File: src/rtl/instr_fetch.sv
// Instruction fetch unit with prefetch queue, redirect, and optional halt detector.
// Optional feature macro: IFETCH_HALT_EN (halt-word detection).
module instr_fetch #(
    parameter int unsigned      WIDTH     = 16,
    parameter logic [15:0]      RESET_PC  = 16'h0000,
    parameter int unsigned      QDEPTH    = 2,
    parameter logic [WIDTH-1:0] HALT_WORD = WIDTH'(16'hF000)
) (
    input  logic             clk,
    input  logic             rst_n,
    input  logic             fetch_en,
    output logic [15:0]      imem_addr,
    input  logic [WIDTH-1:0] imem_data,
    input  logic             redirect,
    input  logic [15:0]      redirect_pc,
    output logic             ins_valid,
    output logic [WIDTH-1:0] ins_data,
    output logic [15:0]      ins_pc,
    input  logic             ins_ready,
    output logic             halted
);

    localparam int unsigned PW = $clog2(QDEPTH);
    localparam int unsigned CW = PW + 1;
    localparam logic [CW-1:0] DEPTH_C = CW'(QDEPTH);

    logic [15:0]      pc_q, pc_d;
    logic [WIDTH-1:0] word_q [QDEPTH];
    logic [15:0]      tag_q  [QDEPTH];
    logic [PW-1:0]    rd_q, rd_d;
    logic [PW-1:0]    wr_q, wr_d;
    logic [CW-1:0]    cnt_q, cnt_d;
    logic             halt_q, halt_d;
    logic             push, pop, halt_hit;

    assign imem_addr = pc_q;
    assign ins_valid = (cnt_q != '0);
    assign ins_data  = ins_valid ? word_q[rd_q] : '0;
    assign ins_pc    = ins_valid ? tag_q[rd_q] : '0;
    assign halted    = halt_q;

    // A redirect discards the head rather than consuming it.
    assign pop  = ins_valid && ins_ready && !redirect;
    assign push = fetch_en && !redirect && !halt_q
                  && ((cnt_q < DEPTH_C) || pop);

`ifdef IFETCH_HALT_EN
    assign halt_hit = push && (imem_data == HALT_WORD);
`else
    logic unused_halt_word;
    assign unused_halt_word = ^HALT_WORD;
    assign halt_hit = 1'b0;
`endif

    always_comb begin
        pc_d   = pc_q;
        rd_d   = rd_q;
        wr_d   = wr_q;
        cnt_d  = cnt_q;
        halt_d = halt_q;
        if (redirect) begin
            pc_d   = redirect_pc;
            rd_d   = '0;
            wr_d   = '0;
            cnt_d  = '0;
            halt_d = 1'b0;
        end else begin
            if (pop) begin
                rd_d = rd_q + 1'b1;
            end
            if (push) begin
                wr_d = wr_q + 1'b1;
                // A halt word freezes the PC on the halt address.
                pc_d   = halt_hit ? pc_q : pc_q + 16'd1;
                halt_d = halt_hit;
            end
            unique case ({push, pop})
                2'b10:   cnt_d = cnt_q + 1'b1;
                2'b01:   cnt_d = cnt_q - 1'b1;
                default: cnt_d = cnt_q;
            endcase
        end
    end

    always_ff @(posedge clk or negedge rst_n) begin
        if (!rst_n) begin
            pc_q   <= RESET_PC;
            rd_q   <= '0;
            wr_q   <= '0;
            cnt_q  <= '0;
            halt_q <= 1'b0;
            for (int i = 0; i < int'(QDEPTH); i++) begin
                word_q[i] <= '0;
                tag_q[i]  <= '0;
            end
        end else begin
            pc_q   <= pc_d;
            rd_q   <= rd_d;
            wr_q   <= wr_d;
            cnt_q  <= cnt_d;
            halt_q <= halt_d;
            if (push) begin
                word_q[wr_q] <= imem_data;
                tag_q[wr_q]  <= pc_q;
            end
        end
    end

endmodule

File: config.mk
export PLATFORM = sky130hd
export DESIGN_NAME = instr_fetch
export DESIGN_NICKNAME = d
export VERILOG_FILES = /design/src/rtl/instr_fetch.sv
export SDC_FILE = /design/constraint.sdc
export NUM_CORES = 1
export LEC_CHECK = 0
export CORE_MARGIN = 4
export CORE_UTILIZATION = 51
export DETAILED_ROUTE_END_ITERATION = 7
export HOLD_SLACK_MARGIN = 0.05
export PLACE_DENSITY = 0.8
export SLEW_MARGIN = 10
export SYNTH_ARGS = -nofsm -noshare
export SYNTH_HDL_FRONTEND = slang
export SYNTH_SLANG_ARGS = --single-unit
File: constraint.sdc
create_clock -name clk -period 2.2 [get_ports clk]
set_input_delay 0.44 -clock clk [delete_from_list [all_inputs] [get_ports clk]]
set_output_delay 0.44 -clock clk [all_outputs]
set_load 0.01 [all_outputs]
==> metrics.md <==
| Metric | Value |
|---|---|
| Status | `finished, final reports clean` |
| Storage cell area | `2100 sq um` |
| Placed cell count | `between 500 and 600` |
| Overall Global Routing Usage | `21.4%` |
| Worst setup SP type | `register` |
| Sw Share | `29.2%` |
| Largest area contributor in the netlist | `dfrtp_1` |
| Die area | `9270 sq um` |
| First-pass iteration count of the detailed router | `4` |
| First-pass GRT wire length | `15.1 mm` |
| Synth-to-Final Area Change | `34.5%` |
| Via count | `roughly 3.0k` |
| CTS Buffer Depth | `2` |
| Synth cell types | `39` |
| Flop pwr share | `48.7%` |
| Mapped Area | `3980 sq um` |
| Final Max Tran Viols | `0` |
| Worst-Skew Late Latency | `0.36 ns` |
| Final setup margin | `0.0815 ns` |
| Switching pwr | `about 1.3 mW` |
| Yosys Warn Count | `0` |
| Clock tree sinks | `84` |
| Grt total ovfl | `0` |
| Die X | `96.3 um` |
| P_int | `3.15 mW` |
| Setup Viol. Count Final | `0` |
| Antenna violations before repair | `0` |
| Core Box Area | `~7400 sq um` |
| Yosys reg bits | `84` |
| Synth area leaders | `dfrtp_1 (53%), mux2_2 (17%), mux2i_1 (8.3%)` |
| Final Cycle Share | `96.3%` |
| Port Buffer Count | `85` |
| Cell leakage power | `2.38 nW` |
| Mapped Cells | `343` |
| CTS Buf Count | `9` |
| Crit-path max FO | `15` |
| Async SR Flop Fraction | `100%` |
| Vias in the first global route | `3198` |
| Cell Count, Final, Fillers Out | `around 550` |
| Number of synthesized flops with an enable pin | `0` |
| Sequential area share after synthesis | `52.9%` |
| Clock share of power | `approximately a quarter` |
| Multi-input logic area | `1770 sq um` |
| Logic pwr share | `26.7%` |
| Pwr dens | `833 nW/um^2` |
| Post-Syn Nets | `between 300 and 400` |
| Syn Area/Cell | `11.6 sq um` |
| DRT antenna net count | `0` |
| Max Cap Viol | `0` |
| WL/cell | `16.7 um` |
| Initial DRC Count | `roughly 160` |
| Slew @ Worst Pin | `between 0.5 and 0.6 ns` |
| Layout cells sized above 1 | `25.5%` |
| DRC violations left | `0` |
| Drt total wl | `9.27 mm` |
| Root Buffer | `clkbuf_8` |
| Clock skew | `0.0111 ns` |
| Initial Util | `53.7%` |
| Worst min path class | `in -> async` |
| Pre-CTS setup slack | `-0.141 ns` |
| Max Freq | `approximately 0.47 GHz` |
| Final nets | `488` |
| Die H | `96.3 um` |
| Largest net degree at the start of global routing | `44` |
| Placer Congestion | `around 0.8` |
| Clock edge transition at the registers on the reported setup and hold paths | `0.08 ns` |
| Min Clock Period, post-route | `2.12 ns` |
| Routed vias/inst | `5.38` |
| RSZ-0062 raised after global routing | `false` |
| Fin util | `approximately 70%` |
| Synth top cells by count | `dfrtp_1 (84), mux2_2 (60), nor2_1 (43)` |
| Share of the synthesized area in the top cell type | `52.9%` |
| Crit path kind | `reg -> out` |
| VDD IR max | `0.450 mV` |
| Detailed placement HPWL | `6.59 mm` |
| Ports | `87` |
| H-Tree Depth | `3` |
| CP endpoint kind | `primary output` |
| Fillers | `approximately 560` |
| RR Startpoint | `cnt_q[1]` |
| Data required time at the worst endpoint | `roughly 1.8 ns` |
| Worst Setup SP | `cnt_q[0]` |
| Count leader, synth | `dfrtp_1` |
| Final count of hold timing violations | `0` |
| TritonCTS clock tree | `built` |
| Worst Path Arrival | `1.68 ns` |
| Row count | `31` |
| Top_reg_cell synth | `dfrtp_1` |
| Ant. Diodes | `0` |
| Max-Slew Margin vs Limit | `between 60% and 70%` |
## critical path: stages (launching register included)
cell and delay [ns]:
dfrtp_2 0.46, nor2_4 0.14, buf_8 0.17, inv_1 0.08, clkdlybuf4s50_1 0.48
## flip-flops by register name, summed over array words and instances, names as in the netlist
name and flops:
cnt_q 2, imem_addr 16, word_q 32, tag_q 32, wr_q 1, rd_q 1
## path summary, 6_finish.rpt
| check | endpoint | slack (ns) | depth (start not counted) |
|---|---|---|---|
| worst max-delay path | ins_valid | 0.08 | 4 |
| min in group clk | tag_q[24] | 0.50 | 1 |
| worst min-delay path | tag_q[26] | 0.07 | 1 |
| worst max register to register | imem_addr[11] | 0.18 | 5 |
| max in group asynchronous | rd_q | 1.52 | 2 |
| worst min register to register | tag_q[24] | 0.50 | 1 |
## placed cells by master, fill, tap and decap left out, types with 3 or more instances in the layout
cell type | Yosys | final
or4_1 | 3 | 3
a31oi_1 | 6 | 6
mux2_2 | 60 | 60
nand3_1 | 4 | 4
buf_4 | 1 | 25
nor2_1 | 43 | 42
nand2_1 | 22 | 22
nand4_1 | 5 | 5
mux2i_1 | 33 | 33
dlygate4sd2_1 | 0 | 30
dfrtp_1 | 84 | 82
xor2_1 | 5 | 5
or3_1 | 3 | 3
xnor2_1 | 5 | 5
clkdlybuf4s50_1 | 0 | 52
clkinvlp_4 | 0 | 3
buf_12 | 0 | 4
o21ai_0 | 13 | 13
inv_1 | 7 | 7
clkbuf_8 | 0 | 9
## per-stage QoR
step                power, mW  hold slack, ns  area [sq um]  TNS (ns)
finish                   4.46          0.0660          5350         0
global route             4.72          0.0907          5350         0
CTS                      4.48          0.0733          5320         0
detailed placement       3.44           0.456          5120    -0.942
global placement         3.36           0.453          5120    -0.177
floorplan                2.85           0.144          3980         0
## layer usage
metal  GRT usage [%]  vias to the layer above  part of all wire, %
met2            36.7                       74                   51
met1            27.1                     1474                   43
met5               0                        -                    0
met4            7.58                        0                  1.3
met3            3.91                       12                  4.9
li1                -                     1419                    -
## kinds of logic after synthesis
family                     after synthesis  share of synthesized area, %
muxes                                   95                          25.9
xor gates and xnor gates                10                          2.20
and+or+nand+nor                         98                          11.7
adders and majority gates                1                         0.315
buffers and inverters                   27                          2.80
AOI/OAI and AO/OA                       27                          4.15
DFF                                     84                          52.9
other                                    1                        0.0943
## cell type report
cell class                      instances  area share, %
Sequential cell                        84           39.4
Clock inverter                          7           1.40
Timing Repair Buffer                  116           20.9
Clock buffer                            9           2.32
Tap cell                               99           2.32
Multi-Input combinational cell        232           33.2
Inverter                                7          0.492
## timing repair
item,4_1_cts,5_1_grt
gates resized for setup,32,7
setup endpoints to repair,33,5
hold buffers,0,0
setup buffers,4,0
## power groups by stage
stage	Combinational, mW	Clock [mW]	Sequential (mW)
6_report	1.19	1.09	2.17
5_1_grt	1.30	1.19	2.23
4_1_cts	1.20	1.11	2.16
3_5_place_dp	1.24	0	2.20
3_3_place_gp	1.20	0	2.17
2_1_floorplan	0.702	0	2.15
(Power assumes the default switching activity.)
